$ cat src/rtl/dataTypes_pkg.sv
// Shared types and field positions for the CAN frame assembler.
package dataTypes_pkg;

  typedef enum logic [3:0] {
    ST_IDLE,
    ST_CLEAR,
    ST_WAIT_FILL,
    ST_CAPTURE,
    ST_ADVANCE,
    ST_SETTLE,
    ST_PRESENT,
    ST_DONE,
    ST_ERROR
  } chfaState_t;

  // Bit positions inside the first two words of each frame.
  localparam int CHFA_ID_MSB  = 28;
  localparam int CHFA_IDE_BIT = 29;
  localparam int CHFA_RTR_BIT = 30;
  localparam int CHFA_DLC_MSB = 3;

  localparam int CHFA_WORDS_PER_FRAME = 4;

endpackage

$ cat src/rtl/chfa_timeout_counter.sv
// Fill-wait timeout counter: cleared on request, counts while enabled and
// flags the terminal count once TIMEOUT_CYCLES waiting cycles have elapsed.
module chfa_timeout_counter #(
  parameter int TIMEOUT_CYCLES = 65535
) (
  input  logic clk,
  input  logic resetN,
  input  logic clr,
  input  logic en,
  output logic tc
);

  localparam logic [15:0] LAST = 16'(TIMEOUT_CYCLES - 1);

  logic [15:0] count;

  // Counter clears on request and saturates instead of wrapping.
  always_ff @(posedge clk) begin
    if (!resetN) begin
      count <= '0;
    end else if (clr) begin
      count <= '0;
    end else if (en && (count != 16'hFFFF)) begin
      count <= count + 16'd1;
    end
  end

  assign tc = (count == LAST);

endmodule

$ cat src/rtl/can_frame_assembler.sv
// CAN frame assembler: drains the BRAM read controller word buffer and packs
// every four 32-bit words into one CAN frame descriptor for the transmitter.
// Optional build macro CHFA_DLC_CLAMP_EN: clamps dlc to 8 and zeroes data
// bytes beyond the clamped length.
module can_frame_assembler
  import dataTypes_pkg::*;
#(
  parameter int SETTLE_CYCLES  = 3,
  parameter int TIMEOUT_CYCLES = 65535
) (
  input  logic        clk,
  input  logic        resetN,
  input  logic        start,
  input  logic [15:0] baseAddr,
  input  logic [13:0] numFrames,
  output logic [15:0] requestAddr,
  output logic [15:0] numReads,
  output logic        clear,
  output logic        advanceBuffer,
  input  logic [31:0] requestData,
  input  logic        dataValid,
  output logic [28:0] frameId,
  output logic        frameIde,
  output logic        frameRtr,
  output logic [3:0]  frameDlc,
  output logic [63:0] frameData,
  output logic        frameValid,
  input  logic        frameReady,
  output logic        busy,
  output logic        done,
  output logic        error
);

  localparam logic [7:0] SETTLE_LAST = 8'(SETTLE_CYCLES - 1);
  localparam logic [1:0] LAST_WORD   = 2'(CHFA_WORDS_PER_FRAME - 1);

  chfaState_t  state, state_next;
  logic [1:0]  word_idx;
  logic [7:0]  settle_cnt;
  logic [13:0] frame_cnt;
  logic [13:0] num_frames_q;
  logic        accept;
  logic        to_tc;

  logic        clear_next, adv_next, valid_next, busy_next, done_next, error_next;

  logic [3:0]  cap_dlc;
  logic [31:0] cap_lo, cap_hi;

`ifdef CHFA_DLC_CLAMP_EN
  function automatic logic [3:0] clamp_dlc(input logic [3:0] dlc);
    return (dlc > 4'd8) ? 4'd8 : dlc;
  endfunction

  function automatic logic [31:0] mask_bytes(input logic [31:0] word,
                                             input logic [3:0]  dlc,
                                             input logic [3:0]  first_byte);
    logic [31:0] res;
    res = '0;
    for (int b = 0; b < 4; b++) begin
      if ((first_byte + 4'(b)) < dlc) res[8*b +: 8] = word[8*b +: 8];
    end
    return res;
  endfunction
`endif

  chfa_timeout_counter #(
    .TIMEOUT_CYCLES(TIMEOUT_CYCLES)
  ) u_timeout (
    .clk   (clk),
    .resetN(resetN),
    .clr   (state == ST_CLEAR),
    .en    (state == ST_WAIT_FILL),
    .tc    (to_tc)
  );

  assign accept = start && ((state == ST_IDLE) || (state == ST_DONE) || (state == ST_ERROR));

  // Field values written at capture; dlc is captured before the data words,
  // so the stored (possibly clamped) dlc masks the data bytes.
  always_comb begin
`ifdef CHFA_DLC_CLAMP_EN
    cap_dlc = clamp_dlc(requestData[CHFA_DLC_MSB:0]);
    cap_lo  = mask_bytes(requestData, frameDlc, 4'd0);
    cap_hi  = mask_bytes(requestData, frameDlc, 4'd4);
`else
    cap_dlc = requestData[CHFA_DLC_MSB:0];
    cap_lo  = requestData;
    cap_hi  = requestData;
`endif
  end

  // Next-state and next-output decode.
  always_comb begin
    state_next = state;
    unique case (state)
      ST_IDLE, ST_DONE, ST_ERROR: begin
        if (start) state_next = (numFrames == '0) ? ST_DONE : ST_CLEAR;
      end
      ST_CLEAR:     state_next = ST_WAIT_FILL;
      ST_WAIT_FILL: begin
        if (dataValid)  state_next = ST_CAPTURE;
        else if (to_tc) state_next = ST_ERROR;
      end
      ST_CAPTURE:   state_next = ST_ADVANCE;
      ST_ADVANCE:   state_next = ST_SETTLE;
      ST_SETTLE: begin
        if (settle_cnt == SETTLE_LAST)
          state_next = (word_idx == LAST_WORD) ? ST_PRESENT : ST_CAPTURE;
      end
      ST_PRESENT: begin
        if (frameReady)
          state_next = ((frame_cnt + 14'd1) == num_frames_q) ? ST_DONE : ST_CAPTURE;
      end
      default:      state_next = ST_IDLE;
    endcase

    clear_next = (state_next != ST_CLEAR);
    adv_next   = (state_next == ST_ADVANCE);
    valid_next = (state_next == ST_PRESENT);
    busy_next  = state_next inside {ST_CLEAR, ST_WAIT_FILL, ST_CAPTURE,
                                    ST_ADVANCE, ST_SETTLE, ST_PRESENT};
    done_next  = (state_next == ST_DONE);
    error_next = (state_next == ST_ERROR);
  end

  // State register, registered outputs and job/frame bookkeeping.
  always_ff @(posedge clk) begin
    if (!resetN) begin
      state         <= ST_IDLE;
      clear         <= 1'b1;
      advanceBuffer <= 1'b0;
      frameValid    <= 1'b0;
      busy          <= 1'b0;
      done          <= 1'b0;
      error         <= 1'b0;
      requestAddr   <= '0;
      numReads      <= '0;
      num_frames_q  <= '0;
      frame_cnt     <= '0;
      word_idx      <= '0;
      settle_cnt    <= '0;
      frameId       <= '0;
      frameIde      <= 1'b0;
      frameRtr      <= 1'b0;
      frameDlc      <= '0;
      frameData     <= '0;
    end else begin
      state         <= state_next;
      clear         <= clear_next;
      advanceBuffer <= adv_next;
      frameValid    <= valid_next;
      busy          <= busy_next;
      done          <= done_next;
      error         <= error_next;

      if (accept && (numFrames != '0)) begin
        requestAddr  <= baseAddr;
        numReads     <= {numFrames, 2'b00};
        num_frames_q <= numFrames;
        frame_cnt    <= '0;
        word_idx     <= '0;
      end

      if (state == ST_ADVANCE)     settle_cnt <= '0;
      else if (state == ST_SETTLE) settle_cnt <= settle_cnt + 8'd1;

      // Index wraps from the last word back to 0 for the next frame.
      if ((state == ST_SETTLE) && (state_next != ST_SETTLE)) word_idx <= word_idx + 2'd1;

      if ((state == ST_PRESENT) && frameReady) frame_cnt <= frame_cnt + 14'd1;

      if (state == ST_CAPTURE) begin
        unique case (word_idx)
          2'd0: begin
            frameId  <= requestData[CHFA_ID_MSB:0];
            frameIde <= requestData[CHFA_IDE_BIT];
            frameRtr <= requestData[CHFA_RTR_BIT];
          end
          2'd1:    frameDlc         <= cap_dlc;
          2'd2:    frameData[31:0]  <= cap_lo;
          default: frameData[63:32] <= cap_hi;
        endcase
      end
    end
  end

endmodule

$ cat config.mk
export PLATFORM = sky130hd
export DESIGN_NAME = can_frame_assembler
export DESIGN_NICKNAME = d
export VERILOG_FILES = /design/src/rtl/dataTypes_pkg.sv /design/src/rtl/chfa_timeout_counter.sv /design/src/rtl/can_frame_assembler.sv
export SDC_FILE = /design/constraint.sdc
export NUM_CORES = 1
export LEC_CHECK = 0
export BUFFER_PORTS_ARGS = -buffer_cell sky130_fd_sc_hd__buf_2
export CAP_MARGIN = 20
export CELL_PAD_IN_SITES_DETAIL_PLACEMENT = 0
export CELL_PAD_IN_SITES_GLOBAL_PLACEMENT = 1
export CORE_MARGIN = 2
export CORE_UTILIZATION = 38
export CTS_CLUSTER_SIZE = 25
export DETAILED_ROUTE_END_ITERATION = 10
export PLACE_DENSITY = 0.82
export SLEW_MARGIN = 0
export SYNTH_ARGS = -nofsm -noshare
export SYNTH_HDL_FRONTEND = slang
export SYNTH_SLANG_ARGS = --single-unit
$ cat constraint.sdc
create_clock -name clk -period 2.4 [get_ports clk]
set_input_delay 0.48 -clock clk [delete_from_list [all_inputs] [get_ports clk]]
set_output_delay 0.48 -clock clk [all_outputs]
set_load 0.1 [all_outputs]
==> metrics, run 1 <==
DP HPWL 13750 um; clk slew on worst S/H paths 70 ps; final max-slew violation count 0; most frequent cells in the layout nand2_1 (226), buf_2 (201), dfxtp_1 (179); RePlAce Congestion 0.8346; YS warnings 0; first-pass GRT wire length 30850 um; Layout Utilization 49.01%; critical path endpoint category flip-flop; status finished clean; antenna viol nets, final 0; Fmax 465.0 MHz; fin crit period 2150 ps; most common cell after layout, fill and taps aside nand2_1; fin area 0.009477 mm2; vias in the first global route 6087; Worst Reg2Reg Path Length in Cells 7; Worst EP arrival 2510 ps; Tot Pwr 8.283 mW; cell leakage power 4.077 nW; gr usage total 18.71%; multi-input logic area 0.003568 mm2; final hold vios 0; Worst R2R Start frame_cnt[0]; area post-placement 0.008832 mm2; Hold WS 267.5 ps; CP Cell Sequence ha_1 -> and3_1 -> nand4_1 -> xnor2_1 -> nor4_4 -> nand4_1 -> a21oi_1; fin worst setup slack 249.6 ps; Cells after DPL 1337; largest net degree at the start of global routing 67; cts repair resizes 0; routed len/inst 14.31 um; Pwr Density 874.1 mW/mm2; Syn Std Cell Area 0.007428 mm2; initial antenna violation count 1; post-synthesis sequential area ratio 48.24%; Via-to-Cell Ratio 4.847; WP data required 2760 ps; DR iter-0 viols 256; Post-Layout Cell Count 1371; Synth top area share 48.24%; Reg area 0.003583 mm2; Unique masters post-synth 58; Final period util 89.60%; htree depth 4; MaxCap Viol Count 0; Worst path most repeated cell nand4_1; vias 6645; setup tns final 0 ps; TritonCTS Buffers 17; fillcell total 1944; Skew-Pair Late Insertion Delay 440 ps; worst slew pin tran 602.0 ps; wire length on met3 1181 um; M1 wire length 9211 um; hold depth 3; Die X-Extent 143.8 um; worst vdd ir 0.5520 mV; most area-hungry cell type in the Yosys netlist dfxtp_1; Hold Crit Class input port to flip-flop; RSZ-0062 raised after global routing no; Worst Skew 11.87 ps; Final Net Count 1168; clock sink count 179; Die Y 143.8 um; flop-to-flop setup slack 250 ps; Max Fanout on Critical Path 7; buffers added on ports 201; DRC Markers 0; Post-CTS Setup Bufs 0; post-synthesis register bit count 179; worst setup path category flip-flop to flip-flop; global route total overflow 0; CP startpoint frame_cnt[0]; Root Buffer clkbuf_16; Main synth FF type dfxtp_1; Area growth syn-to-layout 27.57%; hold buffer count at CTS 0; TritonCTS clock tree yes; initial core utilization 38.42%; slowest stage cell, crit path dfxtp_1; IO Count 204; Post-synth EDFFs 0; layout cell share with drive strength beyond 1 25.27%; crit start category flip-flop; DIE AREA 0.02068 mm2; Area contributors post-synth dfxtp_1 (48%), nand2_1 (11%), a21oi_1 (8.3%); worst relative slew slack 59.60%; asr flop ratio synth 0%; met2 wire length 8766 um; hold_sp baseAddr[12]; row cnt 51; setup violators final 0; clk buf depth 2; Detailed Routing Iterations Pass 1 5; max incr delay on CP 430 ps; Detailed Route WL 19620 um; cell count after synthesis 896; post-place setup slack 84.55 ps; Core Region 0.01933 mm2; highest metal used met4; average size of a mapped cell 8.291 um2
path summary, 6_finish.rpt:
| kind | endpoint |
|---|---|
| min | requestAddr[12] |
| max reg2reg | frameValid |
| max | frameValid |
| min reg2reg | frameData[5] |
registers in the layout, indices dropped and copies added (netlist names), 2 cells and up:
register and flops:
frame_cnt 14, frameDlc 4, settle_cnt 8, word_idx 2
state 4, requestAddr 16, u_timeout.count 16, num_frames_q 14
frameId 29, frameData 64
power breakdown:
group          internal, mW  switching (mW)  total (mW)
clock network          1.69            1.32        3.01
registers              3.12           0.120        3.24
logic                 0.524            1.51        2.04
total                  5.33            2.95        8.28
synthesized netlist by cell type (10+ instances only):
| master | n |
|---|---|
| o21ai_0 | 14 |
| and2_1 | 11 |
| nand4_1 | 12 |
| nor2_1 | 71 |
| dfxtp_1 | 179 |
| a21oi_1 | 123 |
| nand3_1 | 25 |
| ha_1 | 10 |
| nand2_1 | 226 |
| mux2i_1 | 30 |
| xnor2_1 | 17 |
| clkbuf_1 | 43 |
| xor2_1 | 24 |
worst max-delay path, delay by kind of cell (launching register included):
| kind | cells | cell delay, ps |
|---|---|---|
| fa+ha+maj | 1 | 200 |
| compound gates | 1 | 190 |
| simple gates | 4 | 1050 |
| flops | 1 | 430 |
| xor+xnor | 1 | 200 |
cell families after synthesis:
kind of cell	share of synthesized area, %
mux	4.042
other cells	0.05048
fa+ha+maj	1.684
simple gates	24.34
flops	48.24
compound gates	12.94
xor+xnor	4.834
buf+inv	3.874
metal layers:
metal	up-vias	track usage, %
li1	3407	-
met1	3030	25.09
met2	181	29.25
met3	27	3.932
met4	0	7.843
met5	-	0
layout make-up:
type,instances,share of cell area (%)
Clock inverter,15,2.258
Multi-Input combinational cell,651,37.66
Inverter,8,0.3433
Sequential cell,179,37.81
Tap cell,265,3.499
Antenna cell,2,0.05281
Timing Repair Buffer,234,13.89
Clock buffer,17,4.489
No activity file was read; power rests on OpenSTA's default activity.
==> run 2, diff against run 1 <==
--- a/config.mk
+++ b/config.mk
@@ -7,10 +7,8 @@
 export LEC_CHECK = 0
 export BUFFER_PORTS_ARGS = -buffer_cell sky130_fd_sc_hd__buf_2
 export CAP_MARGIN = 20
-export CELL_PAD_IN_SITES_DETAIL_PLACEMENT = 0
-export CELL_PAD_IN_SITES_GLOBAL_PLACEMENT = 1
 export CORE_MARGIN = 2
-export CORE_UTILIZATION = 38
+export CORE_UTILIZATION = 52
 export CTS_CLUSTER_SIZE = 25
 export DETAILED_ROUTE_END_ITERATION = 10
 export PLACE_DENSITY = 0.82
==> metrics, run 2 (synthesis gave the netlist of run 1 again) <==
Final Net Count 1157 (-0.94%); Fmax 451.9 MHz (-2.8%); max reg flops 64 (unchanged); Detailed Route WL 19520 um (-0.49%); final max-slew violation count 0 (unchanged); Worst EP arrival 2570 ps (+60 ps); initial core utilization 53.31% (+15 points); r2r endpoint advanceBuffer; highest metal used met4; RePlAce Congestion 0.8735 (+4.7%); Antenna Cells 0 (-2); Max Fanout on Critical Path 7 (unchanged); largest register by flop count frameData; DRC Markers 0 (unchanged); cell leakage power 4.018 nW (-1.5%); clk buf depth 2 (unchanged); clk slew on worst S/H paths 70 ps (about the same); DR iter-0 viols 520 (+100%); Area growth syn-to-layout 25.23%; clock sink count 179 (unchanged); worst relative slew slack 61.67% (+2.1 points); setup violators final 0 (unchanged); Pwr Density 889.6 mW/mm2 (+1.8%); biggest regs frameData (64), frameId (29); flop-to-flop setup slack 190 ps (-60 ps); post-place setup slack 207.9 ps (+123.3 ps); buffers added on ports 201 (unchanged); status finished clean; fin worst setup slack 187.4 ps (-62.23 ps); Die Y 123.5 um (-14%); setup tns final 0 ps (unchanged); Layout Utilization 66.76% (+18 points); worst slew pin tran 571.1 ps (-30.92 ps); TritonCTS clock tree yes; Detailed Routing Iterations Pass 1 5 (unchanged); Worst R2R Start frame_cnt[0]; worst setup path category flip-flop to flip-flop; crit start category flip-flop; Root Buffer clkbuf_16; critical path endpoint category flip-flop; largest net degree at the start of global routing 60 (-10%); htree depth 4 (unchanged); Hold Crit Class input port to flip-flop; routed len/inst 15.34 um (+7.2%); Via-to-Cell Ratio 5.459 (+13%); initial antenna violation count 0 (-1); met2 wire length 9352 um (+6.7%); Worst Skew 6.346 ps (-5.522 ps); vias 6949 (+4.6%); first-pass GRT wire length 30570 um (-0.89%); Core Region 0.01393 mm2 (-28%); final hold vios 0 (unchanged); M1 wire length 8180 um (-11%); Cells after DPL 1240 (-7.3%); global route total overflow 0 (unchanged); Hold WS 277.7 ps (+10.20 ps); layout cell share with drive strength beyond 1 25.25% (about the same); fin crit period 2213 ps (+62.23 ps); Post-Layout Cell Count 1273 (-7.1%); Final period util 92.19% (+2.6 points); Worst Reg2Reg Path Length in Cells 7 (unchanged); worst vdd ir 0.9410 mV (+70%); DP HPWL 13410 um (-2.5%); Setup crit end advanceBuffer; gr usage total 25.37% (+6.7 points); antenna viol nets, final 0 (unchanged); Die X-Extent 123.5 um (-14%); WP data required 2760 ps (about the same); most frequent cells in the layout nand2_1 (226), buf_2 (201), dfxtp_1 (179); DIE AREA 0.01526 mm2 (-26%); vias in the first global route 6369 (+4.6%); row cnt 43 (-16%); TritonCTS Buffers 17 (unchanged); wire length on met3 1351 um (+14%); Skew-Pair Late Insertion Delay 420 ps (-20 ps); CP startpoint frame_cnt[0]; most common cell after layout, fill and taps aside nand2_1; IO Count 204 (unchanged); RSZ-0062 raised after global routing no; MaxCap Viol Count 0 (unchanged)
[run 2: cell types whose count changed in the layout (fill, tap and decap cells not counted), sizes merged]
cell	before	now
clkinvlp	1	2
diode	2	0
buf	234	223
bufinv	3	4
clkinv	4	2
[run 2: worst min-delay path by stage]
stage,from,to,depth (start not counted)
after floorplan,frame_cnt[11],frame_cnt[11],1
after global placement,frameData[63],frameData[63],2
after detailed placement,frameData[61],frameData[61],2
after CTS,baseAddr[14],requestAddr[14],3
after global routing,baseAddr[15],requestAddr[15],3
final,baseAddr[14],requestAddr[14],3
[run 2: power by group]
group	total, mW	internal, mW	switching (mW)
clock	3.01	1.78	1.24
sequential	3.26	3.12	0.138
combinational	2.00	0.489	1.52
total	8.28	5.39	2.89
[run 2: per-layer routing]
layer,track usage (%),vias to the layer above
met5,0,-
met4,11.58,0
met3,5.535,49
met2,42.89,260
met1,30.78,3247
li1,-,3393
[run 2: layout make-up]
class                           instances  area, um2
Tap cell                              180      225.2
Fill cell                            1155       4632
Multi-Input combinational cell        651       3597
Sequential cell                       179       3583
Clock buffer                           17      425.4
Clock inverter                         15      217.7
Inverter                                8      32.53
Timing Repair Buffer                  223       1221
[run 2: repair_timing]
action | in CTS | in global routing
resized for setup | 0 | 8
endpoints found under the hold margin | 0 | 0
hold buffers | 0 | 0
setup buffers | 0 | 0
setup endpoints to repair | 0 | 5
[run 2: per-stage QoR]
step	cell area, um2	power, mW
2_1_floorplan	7432	4.881
3_3_place_gp	8623	5.267
3_5_place_dp	8623	5.289
4_1_cts	9266	8.295
5_1_grt	9303	8.562
6_report	9303	8.275
[run 2: critical path: stages (launching register included)]
cell     delay [ps]
dfxtp_1         430
ha_2            270
and3_2          270
nand4_1         180
xnor2_1         200
nor4_4          340
nand4_1         250
a21oi_1         200
